### src/rtl/vram_arbiter.sv
// VRAM port arbiter: video fetch, CPU access and a background fill engine
// share one single-ported VRAM; CPU starvation is bounded by STARVE_MAX.
module vram_arbiter #(
  parameter int unsigned ADDR_W     = 16,
  parameter int unsigned STARVE_MAX = 8
) (
  input  logic              clk,
  input  logic              reset,
  input  logic              vid_req,
  input  logic [ADDR_W-1:0] vid_addr,
  output logic              vid_gnt,
  output logic              vid_rvalid,
  output logic [7:0]        vid_rdata,
  input  logic              cpu_req,
  input  logic              cpu_we,
  input  logic [ADDR_W-1:0] cpu_addr,
  input  logic [7:0]        cpu_wdata,
  output logic              cpu_ack,
  output logic [7:0]        cpu_rdata,
  input  logic              fill_start,
  input  logic [7:0]        fill_value,
  input  logic [ADDR_W-1:0] fill_len,
  output logic              fill_busy,
  output logic              mem_en,
  output logic              mem_we,
  output logic [ADDR_W-1:0] mem_addr,
  output logic [7:0]        mem_wdata,
  input  logic [7:0]        mem_rdata
);

  localparam int unsigned SW = (STARVE_MAX < 1) ? 1 : $clog2(STARVE_MAX + 1);

  typedef enum logic {
    CPU_IDLE = 1'b0,
    CPU_ACK  = 1'b1
  } cpu_state_t;

  cpu_state_t        cpu_state;
  logic [SW-1:0]     starve_cnt;
  logic [ADDR_W-1:0] fill_ptr;
  logic [ADDR_W-1:0] fill_len_q;
  logic [7:0]        fill_val_q;

  logic cpu_elig;
  logic starved;
  logic cpu_win;
  logic vid_win;
  logic fill_win;

  // Grant selection and VRAM port mux; nothing is granted while in reset
  always_comb begin
    cpu_elig  = cpu_req && (cpu_state == CPU_IDLE);
    starved   = (starve_cnt == SW'(STARVE_MAX));
    cpu_win   = 1'b0;
    vid_win   = 1'b0;
    fill_win  = 1'b0;
    mem_addr  = '0;
    mem_wdata = '0;
    if (!reset) begin
      if (cpu_elig && starved) cpu_win = 1'b1;
      else if (vid_req)        vid_win = 1'b1;
      else if (cpu_elig)       cpu_win = 1'b1;
      else if (fill_busy)      fill_win = 1'b1;
    end
    if (cpu_win) begin
      mem_addr  = cpu_addr;
      mem_wdata = cpu_wdata;
    end else if (vid_win) begin
      mem_addr  = vid_addr;
    end else if (fill_win) begin
      mem_addr  = fill_ptr;
      mem_wdata = fill_val_q;
    end
    mem_en  = cpu_win | vid_win | fill_win;
    mem_we  = (cpu_win & cpu_we) | fill_win;
    vid_gnt = vid_win;
  end

  // VRAM read data arrives one cycle after the access, when the valid flags are up
  assign vid_rdata = vid_rvalid ? mem_rdata : 8'h00;
  assign cpu_rdata = cpu_ack    ? mem_rdata : 8'h00;

  always_ff @(posedge clk) begin
    if (reset) begin
      cpu_state  <= CPU_IDLE;
      starve_cnt <= '0;
      cpu_ack    <= 1'b0;
      vid_rvalid <= 1'b0;
      fill_busy  <= 1'b0;
      fill_ptr   <= '0;
      fill_len_q <= '0;
      fill_val_q <= '0;
    end else begin
      vid_rvalid <= vid_win;
      cpu_ack    <= cpu_win;

      case (cpu_state)
        CPU_IDLE: if (cpu_win) cpu_state <= CPU_ACK;
        CPU_ACK:  cpu_state <= CPU_IDLE;
        default:  cpu_state <= CPU_IDLE;
      endcase

      if (cpu_win)
        starve_cnt <= '0;
      else if (cpu_elig && !starved)
        starve_cnt <= starve_cnt + SW'(1);

      // A new fill is only accepted when idle and with a non-zero length
      if (!fill_busy) begin
        if (fill_start && (fill_len != '0)) begin
          fill_busy  <= 1'b1;
          fill_ptr   <= '0;
          fill_len_q <= fill_len;
          fill_val_q <= fill_value;
        end
      end else if (fill_win) begin
        fill_ptr <= fill_ptr + ADDR_W'(1);
        if (fill_ptr == fill_len_q - ADDR_W'(1))
          fill_busy <= 1'b0;
      end
    end
  end

endmodule

### config.mk
export PLATFORM = sky130hd
export DESIGN_NAME = vram_arbiter
export DESIGN_NICKNAME = d
export VERILOG_FILES = /design/src/rtl/vram_arbiter.sv
export SDC_FILE = /design/constraint.sdc
export NUM_CORES = 1
export LEC_CHECK = 0
export BUFFER_PORTS_ARGS = -buffer_cell sky130_fd_sc_hd__buf_2
export CAP_MARGIN = 20
export CORE_UTILIZATION = 25
export CTS_CLUSTER_SIZE = 8
export DETAILED_ROUTE_END_ITERATION = 7
export GPL_ROUTABILITY_DRIVEN = 0
export PLACE_DENSITY = 0.55
export SLEW_MARGIN = 25
export SYNTH_ARGS = -nofsm -noshare
export SYNTH_HDL_FRONTEND = slang
export SYNTH_SLANG_ARGS = --single-unit
### constraint.sdc
create_clock -name clk -period 4.3 [get_ports clk]
set_input_delay 1.29 -clock clk [delete_from_list [all_inputs] [get_ports clk]]
set_output_delay 1.29 -clock clk [all_outputs]
set_load 0.05 [all_outputs]
Yosys cells after proc, flatten, opt, wreduce, memory -nomap -nowiden
Index checks and enable logic that the tools add are counted.

operators by class
  eq/ne operators = 3
  reduce and logical (&&, ||, !) cells = 10
  add/subtract/negate cells = 3
  muxes and demuxes = 29
  bitwise operators = 6

operator list
  cell                     count
  $mux W16                 6
  $mux W8                  5
  $mux W1                  17
  $add A16 B1 Y16 const B  1
  $eq A16 B16 Y1           1
  $reduce_bool A16 Y1      1
  $sub A16 B1 Y16 const B  1
  $add A4 B1 Y4 const B    1
  $eq A4 B4 Y1 const B     1
  $logic_and A1 B1 Y1      4
  $reduce_and A2 Y1        2
  $or A1 B1 Y1             3
  $ne A2 B1 Y1 const B     1
  $not A1 Y1               2
  $pmux W1 S2              1
  $reduce_bool A2 Y1       1
  $reduce_or A2 Y1         1
  $and A1 B1 Y1            1
  $logic_not A1 Y1         1

storage, ports and cells
  flip-flop bits (word level) = 48

Logic depth before layout (Yosys ltp)
Gate-level depths: netlist of the first run.

  depth in word-level cells = 9
  mapped depth = 9
  depth with buffers taken out = 8

Least setup slack after synthesis of the first run
Ideal clock, no wire load.

  kind = in2out
  start point = in reset
  end point = out mem_addr[10]
  stages = 5
  arrival time = 3280 ps
  slack = -270 ps
  cell sequence = clkbuf_1 > nor3b_1 > clkbuf_1 > a222oi_1 > inv_1

RTL lines
  what               line  RTL
  start, declared    8     input logic reset,
  $mux W1            59    if (!reset) begin
  named net vid_gnt  11    output logic vid_gnt,
  $mux W16           68    end else if (vid_win) begin
  $mux W16           65    if (cpu_win) begin
  end, declared      26    output logic [ADDR_W-1:0] mem_addr,

The timed path passes the listed nets, and every way through them passes these cells.

Worst setup path after layout of the first run
  start point = in cpu_req
  end point = out mem_addr[1]

between the ends
  cells in the longest elaborated chain, start to end = 8

RTL lines
  what                     line  RTL
  start, declared          14    input logic cpu_req,
  $logic_and A1 B1 Y1 (*)  52    cpu_elig = cpu_req && (cpu_state == CPU_IDLE);
  $mux W1                  62    else if (cpu_elig) cpu_win = 1'b1;
  $mux W1                  61    else if (vid_req) vid_win = 1'b1;
  $mux W1                  60    if (cpu_elig && starved) cpu_win = 1'b1;
  $mux W1                  59
  $mux W16                 70    end else if (fill_win) begin
  $mux W16                 68
  $mux W16 (*)             65

Mark *: on every way between the ends. The rest lies on a longest branch, timed or not.

==> metrics.cfg, run 1 <==
[synthesis]
synth_edf_count = 0
synth_top_cells_by_area = dfxtp_1 (32%), mux2i_1 (7.4%), nor2_1 (6.1%)
postSynthCellCount = 368
synth_compound_area_share_pct = 16.6
synthFlopType = dfxtp_1
synth-xor-area-share_pct = 8.78
synth.distinct_cells = 45
synth_top_area_share_pct = 32.1
synth.most_common_cell = nor2_1
synth_seq_cells = 48
synth_area_leader_cell = dfxtp_1
synthesis.area_mm2 = 0.00299
yosys_warnings = 0
synth_nets = 450
synth_top_family_by_area = simple AND/OR/NAND/NOR gates
synth_commonest_cells = nor2_1 (49), dfxtp_1 (48), inv_1 (26), mux2i_1 (22), clkbuf_1 (21)
synth-simple-area-share_pct = 26.9
synthMuxAreaShare_pct = 7.35
async_flop_share_pct = 0
syn_avg_cell_area_um2 = 8.14
yosysSeqAreaShare_pct = 32.1
synth_fa_ha_area_share_pct = 1.67

[critical_path]
start_kind = primary input
ff2ff_setup_slack_ns = 1.66
worstRegToRegCells = 8
worstSetupPathType = primary input to output pin
cp-end-kind = output pin
critPathRequiredTime_ns = 3.01
critical_path_arrival_ns = 2.63
reg2reg_from = fill_len_q[0]
r2r_end = fill_busy
crit_fanout = 24

[detailed_routing]
antenna_left = 0
wl_per_cell_um = 13.6
drt_iter0_drc = 186
viasPerCell = 4.89
drc = 12
drt_first_pass_iters = 8
wl_um = 8470
via_count = 3046

[layout]
area_growth_pct = 31.4
multiInputGateArea_mm2 = 0.00188
nFillCells = 1174
diodes = 0
final_area_mm2 = 0.00393
seq_area_um2 = 961
fin_nets = 562
drive_above_1_share_pct = 31.7

[global_route]
grt_pass1_wl_um = 13900
antenna_found_initial = 0
grt_max_degree = 30
grt_pass1_vias = 2769
grt_util_all_layers_pct = 13.7
overflow = 0

[timing]
min_period_over_period_pct = 91.1
fmax_ghz = 0.255
finalHoldViolCount = 0
grt_setup_unrepaired = no
holdWs_ns = 0.504
tns_ns = 0
fin_ws_ns = 0.382
finClkSkew_ns = 0.00295
worst_pin_slew_ns = 0.633
slew_headroom_pct = 57.4
drv_slew = 0
setup_viol_count_final = 0
fin_crit_ns = 3.92

[clock_tree]
post_cts_buffers = 0
cts.clk_slew.worst_paths_ns = 0.06
cts_resized = 0
clockRootBuffer = clkbuf_16
holdBufCountCts = 0
clock_path_buffers = 2
clk_latency_ns = 0.28
cts_buffers = 5
htreeDepth = 2
cts_num_sinks = 48
cts_tree = built

[floorplanning]
die_w_um = 111
core_mm2 = 0.0116
dieArea_mm2 = 0.0124
io_pins = 124
initial_core_util_pct = 25.9
rows = 39
die-height_um = 111

[placed_design]
placed_area_mm2 = 0.00377
dpl.hpwl_um = 6640
port_buffers = 123
place_ws_ns = 0.363

[status]
violations = design-rule violations
status = finished, violations left

[pwr]
leakage_nw = 1.80
total_power_mw = 1.20
power_density_mw_per_mm2 = 304
ir_drop_uv = 139

[min_path]
holdPathStages = 2
hp-start = fill_val_q[0]
hold_path_class = register to register
min_to = fill_val_q[0]

[flow_run]
maxCapViolations = 0

## cell type report
class | count | area share (%)
multi-input combinational | 269 | 47.7
sequential | 48 | 24.4
timing repair buffer | 130 | 17.0
tap | 143 | 4.55
clock buffer | 7 | 3.88
inverter | 26 | 2.48
## flip-flops by register name (all words and copies together) (netlist names)
register    count
cpu_ack         1
fill_len_q     16
vid_rvalid      1
fill_busy       1
starve_cnt      4
fill_ptr       16
fill_val_q      8
cpu_state       1
## power by group
part / switching (mW) / leakage (nW) / total (mW) / internal [mW]
Combinational: 0.189 / 1.33 / 0.310 / 0.120
Clock: 0.156 / 0.0760 / 0.400 / 0.244
Sequential: 0.0242 / 0.392 / 0.487 / 0.463
## kinds of logic after synthesis
| kind of cell | after synthesis |
|---|---|
| buffers and inverters | 51 |
| and+or+nand+nor | 147 |
| muxes | 22 |
| DFF | 48 |
| adders and majority gates | 4 |
| xor gates and xnor gates | 30 |
| AOI/OAI and AO/OA | 66 |
## how the worst max path moves through the flow
stage / to / slack (ns) / depth (start not counted) / start
final: mem_addr[1] / 0.38 / 7 / cpu_req
after floorplan: mem_addr[10] / 0.03 / 5 / reset
after global placement: mem_addr[1] / 0.36 / 6 / reset
after CTS: mem_addr[1] / 0.36 / 7 / cpu_req
after global routing: mem_addr[0] / 0.28 / 7 / cpu_req
after detailed placement: mem_addr[1] / 0.36 / 7 / cpu_req
## critical path: stages
cell and delay (ns):
buf_2 0.08, nor2b_1 0.36, nor4b_4 0.08, buf_4 0.23
a222oi_1 0.29, inv_1 0.07, buf_2 0.22
## per-layer routing
| metal | track usage (%) | up-vias | wire length [um] |
|---|---|---|---|
| met5 | 0 | - | 0 |
| met1 | 19.8 | 1376 | 4390 |
| met4 | 3.87 | 0 | 70 |
| li1 | - | 1554 | - |
| met3 | 2.67 | 4 | 537 |
| met2 | 20.7 | 112 | 3480 |
## metrics by stage
step                      std cells  utilization (%)
final                           623             34.0
after global placement          616             32.6
after detailed placement        616             32.6
after CTS                       623             34.0
after floorplan                 368                -
after global routing            623             34.0
## layout by cell type, fill, tap and decap left out, drive strengths merged, types with 5 or more instances in the layout
master,synthesis,layout
a21oi,15,15
a222oi,16,16
xnor2,20,20
buf,4,130
or3,10,10
o2111ai,5,5
nand2b,8,8
inv,26,26
clkbuf,21,7
dfxtp,48,48
nand3,9,9
nor3,12,12
xor2,10,10
a22o,8,8
nand2,10,10
o21ai,11,11
nor2,49,49
nor4,10,10
mux2i,22,22
and2,16,16
(Power assumes the default switching activity.)
==> inputs of run 2 (changes only) <==
--- a/config.mk
+++ b/config.mk
@@ -5,13 +5,14 @@
 export SDC_FILE = /design/constraint.sdc
 export NUM_CORES = 1
 export LEC_CHECK = 0
+export ABC_AREA = 1
 export BUFFER_PORTS_ARGS = -buffer_cell sky130_fd_sc_hd__buf_2
 export CAP_MARGIN = 20
 export CORE_UTILIZATION = 25
 export CTS_CLUSTER_SIZE = 8
 export DETAILED_ROUTE_END_ITERATION = 7
 export GPL_ROUTABILITY_DRIVEN = 0
-export PLACE_DENSITY = 0.55
+export PLACE_DENSITY = 0.51
 export SLEW_MARGIN = 25
 export SYNTH_ARGS = -nofsm -noshare
 export SYNTH_HDL_FRONTEND = slang
==> run 2 against run 1 <==
Net effect:
- the run now ends clean
- cell count rose by 32%
- worst hold slack got worse by 0.0092 ns
- sequential cell count did not move
- global-route usage rose by 0.71 points
- clock skew rose by 0.0041 ns
- sequential power rose by 2%
- power rose by 9.7%
==> metrics.cfg, run 2 <==
[pwr]
leakage_nw = 2.11  ; +18%
power_frac_seq_pct = 37.9  ; -2.8 points
switching_power_mw = 0.452  ; +22%
internal-power_mw = 0.862  ; +4.2%
power_density_mw_per_mm2 = 305  ; +0.37%
ir_drop_uv = 164  ; +17%
pwr-share-clk_pct = 34.3  ; +0.9 points
p_sw_share_pct = 34.4  ; +3.5 points
share_comb_of_total_power_pct = 27.8  ; +1.9 points

[timing]
slew_headroom_pct = 52.4  ; -5.0 points
grt_setup_unrepaired = no
min_period_over_period_pct = 91.6  ; +0.53 points
finalHoldViolCount = 0  ; unchanged
setup_viol_count_final = 0  ; unchanged
drv_slew = 0  ; unchanged
finClkSkew_ns = 0.00708  ; +0.00413 ns
fin_crit_ns = 3.94  ; +0.0228 ns
worst_pin_slew_ns = 0.713  ; +0.0799 ns
tns_ns = 0  ; unchanged
fmax_ghz = 0.254  ; -0.58%

[global_route]
grt_pass1_wl_um = 16500  ; +18%
grt_pass1_vias = 3499  ; +26%
grt_max_degree = 37  ; +23%
overflow = 0  ; unchanged
grt_util_all_layers_pct = 14.5  ; +0.71 points
antenna_found_initial = 0  ; unchanged

[floorplanning]
rows = 42  ; +7.7%
io_pins = 124  ; unchanged
die_w_um = 118  ; +5.9%
core_mm2 = 0.0132  ; +14%
initial_core_util_pct = 25.5  ; -0.37 points
die-height_um = 118  ; +5.9%
dieArea_mm2 = 0.0139  ; +12%

[layout]
final_common_cell = nand2_1
reg.largest.list = fill_len_q x16, fill_ptr x16, fill_val_q x8
multiInputGateArea_mm2 = 0.00205  ; +9.3%
seq_area_um2 = 961  ; unchanged
area_growth_pct = 27.8
fin_nets = 730  ; +30%
final_cells = 825  ; +32%
nFillCells = 1448  ; +23%
final_cell_mix = nand2_1 (154), buf_2 (123), nor2_1 (73)
drive_above_1_share_pct = 26.2  ; -5.5 points
diodes = 0  ; unchanged

[critical_path]
start_kind = primary input
crit_fanout = 16  ; -33%
worstSetupPathType = primary input to output pin
startpoint = cpu_req
reg2reg_from = fill_busy
critPathRequiredTime_ns = 3.01  ; about the same
critical_path_arrival_ns = 2.65  ; +0.02 ns
cp-end-kind = output pin

[clock_tree]
cts_buffers = 5  ; unchanged
clockRootBuffer = clkbuf_16
htreeDepth = 2  ; unchanged
holdBufCountCts = 0  ; unchanged
clk_latency_ns = 0.29  ; about the same
post_cts_buffers = 0  ; unchanged
cts_resized = 0  ; unchanged
clock_path_buffers = 2  ; unchanged
cts_num_sinks = 48  ; unchanged
cts.clk_slew.worst_paths_ns = 0.06  ; about the same
cts_tree = built

[synthesis]
synth.distinct_cells = 41  ; -8.9%
synth_edf_count = 0  ; unchanged
synth_nets = 617  ; +37%
yosys_warnings = 0  ; unchanged
synth_seq_cells = 48  ; unchanged
synth_top_cells_by_area = dfxtp_1 (29%), nand2_1 (17%), nor2_1 (8.1%)
async_flop_share_pct = 0  ; unchanged
synth_commonest_cells = nand2_1 (154), nor2_1 (73), inv_1 (54), dfxtp_1 (48), nand3_1 (30)
synth.most_common_cell = nand2_1
synth_area_leader_cell = dfxtp_1
synthesis.area_mm2 = 0.00337  ; +12%
postSynthCellCount = 535  ; +45%
syn_avg_cell_area_um2 = 6.29  ; -23%
synthFlopType = dfxtp_1
synth_top_area_share_pct = 28.6  ; -3.5 points
yosysSeqAreaShare_pct = 28.6  ; -3.5 points

[detailed_routing]
drc = 0  ; -12
drt_iter0_drc = 105  ; -44%
wl_per_cell_um = 12.1  ; -11%
drt_first_pass_iters = 4  ; -4
via_count = 3752  ; +23%
viasPerCell = 4.55  ; -7.0%
antenna_left = 0  ; unchanged
wl_um = 9950  ; +17%

[placed_design]
dp_cells = 817  ; +33%
port_buffers = 123  ; unchanged
dpl.hpwl_um = 7880  ; +19%

[status]
status = completed

[min_path]
hp-start = fill_val_q[2]
hold_path_class = register to register

[flow_run]
maxCapViolations = 0  ; unchanged

run 2: per-stage QoR:
stage	power [mW]	instance area [um2]	hold WS, ns	utilization, %	setup WS [ns]
after global placement	0.869	4130	0.477	31.3	0.396
after floorplan	0.770	3370	0.455	-	0.276
after detailed placement	0.875	4130	0.486	31.3	0.332
after CTS	1.33	4300	0.498	32.6	0.337
after global routing	1.39	4300	0.517	32.6	0.227
final	1.31	4300	0.495	32.6	0.359
run 2: power groups by stage:
| stage | Sequential [mW] | Clock (mW) | Combinational [mW] |
|---|---|---|---|
| 2_1_floorplan | 0.505 | 0 | 0.265 |
| 3_3_place_gp | 0.507 | 0 | 0.362 |
| 3_5_place_dp | 0.508 | 0 | 0.367 |
| 4_1_cts | 0.497 | 0.463 | 0.368 |
| 5_1_grt | 0.501 | 0.481 | 0.407 |
| 6_report | 0.498 | 0.450 | 0.366 |
run 2: path summary, 6_finish.rpt:
path,to,slack [ns],cells after the start
worst max register to register,fill_ptr[3],2.44,6
worst min-delay path,fill_val_q[2],0.49,2
worst min register to register,fill_val_q[2],0.49,2
worst max-delay path,mem_addr[7],0.36,8
run 2: kinds of logic (layout without fill, tap and decap cells):
group	Yosys count	count (layout)	share of synthesized area (%)
AO/OA/AOI/OAI	79	79	14.5
buffers and inverters	86	200	10.6
AND/OR/NAND/NOR	297	297	39.0
flip-flops	48	48	28.6
XOR/XNOR	21	21	5.87
adder cells (fa/ha/maj)	4	4	1.49
run 2: cell type report:
| type | count | area share, % |
|---|---|---|
| multi-input combinational | 401 | 47.7 |
| sequential | 48 | 22.3 |
| timing repair buffer | 127 | 15.3 |
| inverter | 65 | 5.67 |
| tap | 176 | 5.12 |
| clock buffer | 5 | 2.91 |
| clock inverter | 3 | 0.989 |
run 2: critical path, stage by stage:
cell      delay, ns
buf_2          0.10
nand2_2        0.10
inv_1          0.11
a211oi_4       0.30
buf_4          0.28
nand2_1        0.07
o211ai_1       0.09
buf_2          0.29
run 2: per-layer routing:
metal	vias to the layer above	global-route usage, %	wire (um)
met1	1695	18.0	4620
met2	114	24.9	4660
li1	1929	-	-
met4	0	3.93	147
met5	-	0	0
met3	14	3.10	523
==> inputs of run 3 (changes only) <==
--- a/config.mk
+++ b/config.mk
@@ -5,14 +5,14 @@
 export SDC_FILE = /design/constraint.sdc
 export NUM_CORES = 1
 export LEC_CHECK = 0
-export ABC_AREA = 1
 export BUFFER_PORTS_ARGS = -buffer_cell sky130_fd_sc_hd__buf_2
 export CAP_MARGIN = 20
 export CORE_UTILIZATION = 25
 export CTS_CLUSTER_SIZE = 8
 export DETAILED_ROUTE_END_ITERATION = 7
 export GPL_ROUTABILITY_DRIVEN = 0
-export PLACE_DENSITY = 0.51
+export PLACE_DENSITY = 0.52
+export SETUP_SLACK_MARGIN = 0.1
 export SLEW_MARGIN = 25
 export SYNTH_ARGS = -nofsm -noshare
 export SYNTH_HDL_FRONTEND = slang
==> run 3 against run 2 <==
Net effect:
- the flow now finishes with violations (design-rule violations)
- critical path type unchanged
- largest power group unchanged
- sequential power decreased by 2%
- non-clock buffer count rose by 3
- highest routed layer unchanged
- sequential share of layout area is 2.2 points higher
- global-route usage decreased by 0.52 points
==> metrics.cfg, run 3 (same netlist as run 1, synthesis figures left out) <==
[detailed_routing]
wl_um = 8650  ; -13%
antenna_left = 0  ; unchanged
viasPerCell = 5.00  ; +10%
drt_iter0_drc = 232  ; +120%
wl_per_cell_um = 13.9  ; +15%
drt_first_pass_iters = 8  ; +4
via_count = 3118  ; -17%
drc = 7  ; +7

[floorplanning]
initial_core_util_pct = 25.9  ; +0.37 points
die-height_um = 111  ; -5.6%
core_mm2 = 0.0116  ; -12%
die_w_um = 111  ; -5.6%
dieArea_mm2 = 0.0124  ; -11%
rows = 39  ; -7.1%
io_pins = 124  ; unchanged

[placed_design]
port_buffers = 123  ; unchanged
dpl.hpwl_um = 6790  ; -14%
place_ws_ns = 0.395  ; +0.0625 ns

[critical_path]
ff2ff_setup_slack_ns = 1.46  ; -0.98 ns
worstRegToRegCells = 7  ; +1
r2r_end = fill_busy
reg2reg_from = fill_len_q[0]
crit_path_max_incr_delay_ns = 0.37  ; +0.07 ns
start_kind = primary input
crit_slowest_cell = nor2b_1
path_common_cell = buf_2
worstPathCellList = buf_2 > nor2b_1 > nor4b_4 > buf_4 > a222oi_1 > inv_1 > buf_2
cp-end-kind = output pin
crit_fanout = 24  ; +8
crit_path_end = mem_addr[14]
startpoint = cpu_req
worstSetupPathType = primary input to output pin
critical_path_arrival_ns = 2.61  ; -0.04 ns
critPathRequiredTime_ns = 3.01  ; about the same

[min_path]
hold_path_class = register to register
holdPathStages = 2  ; unchanged

[pwr]
ir_drop_uv = 139  ; -15%
power_density_mw_per_mm2 = 298  ; -2.6%
leakage_nw = 1.79  ; -15%

[clock_tree]
holdBufCountCts = 0  ; unchanged
cts_resized = 0  ; unchanged
cts_tree = built
clock_path_buffers = 2  ; unchanged
cts_num_sinks = 48  ; unchanged
clockRootBuffer = clkbuf_16
cts.clk_slew.worst_paths_ns = 0.06  ; about the same
post_cts_buffers = 0  ; unchanged
cts_buffers = 5  ; unchanged
htreeDepth = 2  ; unchanged
clk_latency_ns = 0.28  ; about the same

[layout]
fin_nets = 562  ; -23%
area_growth_pct = 30.9
multiInputGateArea_mm2 = 0.00188  ; -8.3%
reg.largest.list = fill_len_q x16, fill_ptr x16, fill_val_q x8
final_common_cell = buf_2
seq_area_um2 = 961  ; unchanged
nFillCells = 1206  ; -17%
diodes = 0  ; unchanged
final_cell_mix = buf_2 (123), nor2_1 (49), dfxtp_1 (48)
drive_above_1_share_pct = 32.9  ; +6.7 points

[timing]
slew_headroom_pct = 35.9  ; -16 points
grt_setup_unrepaired = no
min_period_over_period_pct = 90.7  ; -0.93 points
fin_crit_ns = 3.90  ; -0.0401 ns
tns_ns = 0  ; unchanged
worst_pin_slew_ns = 0.948  ; +0.235 ns
finalHoldViolCount = 0  ; unchanged
fin_ws_ns = 0.399  ; +0.0401 ns
setup_viol_count_final = 0  ; unchanged
drv_slew = 0  ; unchanged
finClkSkew_ns = 0.00512  ; -0.00196 ns
fmax_ghz = 0.256  ; +1.0%

[global_route]
grt_max_degree = 30  ; -19%
antenna_found_initial = 0  ; unchanged
grt_pass1_wl_um = 14200  ; -14%
grt_util_all_layers_pct = 13.9  ; -0.52 points
overflow = 0  ; unchanged
grt_pass1_vias = 2863  ; -18%

[status]
status = finished, violations left
violations = design-rule violations

[flow_run]
maxCapViolations = 0  ; unchanged

==> run 3: cell types whose count changed in the layout (fill, tap and decap cells not counted), moves of 16 or more <==
cell      delta
nor2_1      -24
nand2_1    -144
xnor2_1     +17
inv_1       -28
a222oi_1    +16
mux2i_1     +22
nand3_1     -21
==> run 3: worst min path at each step <==
stage | startpoint | end | slack, ns
final | starve_cnt[1] | starve_cnt[1] | 0.51
after global routing | fill_val_q[1] | fill_val_q[1] | 0.54
after CTS | starve_cnt[1] | starve_cnt[1] | 0.50
after detailed placement | fill_val_q[2] | fill_val_q[2] | 0.49
after global placement | fill_val_q[0] | fill_val_q[0] | 0.48
after floorplan | fill_val_q[0] | fill_val_q[0] | 0.46
==> run 3: critical path: cells and delay by family <==
kind,cells,cell delay [ns]
simple gates,2,0.46
compound gates,1,0.25
buf+inv,4,0.59
==> run 3: per-layer routing <==
layer / track usage, % / up-vias / wire [um]
li1: - / 1541 / -
met1: 18.0 / 1470 / 3890
met2: 24.2 / 101 / 4220
met3: 2.50 / 6 / 476
met4: 2.97 / 0 / 65
met5: 0 / - / 0
==> run 3: cell type report <==
| cell class | instances | area share [%] |
|---|---|---|
| Clock inverter | 1 | 0.128 |
| Inverter | 26 | 2.49 |
| Multi-Input combinational cell | 269 | 48.0 |
| Sequential cell | 48 | 24.5 |
| Timing Repair Buffer | 130 | 17.0 |
| Tap cell | 143 | 4.57 |
| Clock buffer | 6 | 3.29 |
==> run 3: stage by stage <==
| step | power (mW) | std cells | instance area [um2] | util (%) | hold slack, ns |
|---|---|---|---|---|---|
| finish | 1.17 | 623 | 3920 | 33.9 | 0.505 |
| global route | 1.23 | 623 | 3920 | 33.9 | 0.544 |
| CTS | 1.18 | 623 | 3920 | 33.9 | 0.503 |
| detailed placement | 0.806 | 616 | 3780 | 32.7 | 0.485 |
| global placement | 0.802 | 616 | 3780 | 32.7 | 0.482 |
| floorplan | 0.712 | 368 | 3010 | - | 0.461 |
==> run 3: report_power, final <==
| group | total [mW] | switching (mW) | leakage [nW] | internal [mW] |
|---|---|---|---|---|
| registers | 0.487 | 0.0245 | 0.392 | 0.463 |
| logic | 0.310 | 0.190 | 1.33 | 0.120 |
| clock network | 0.369 | 0.157 | 0.0667 | 0.212 |
| total | 1.17 | 0.372 | 1.79 | 0.794 |
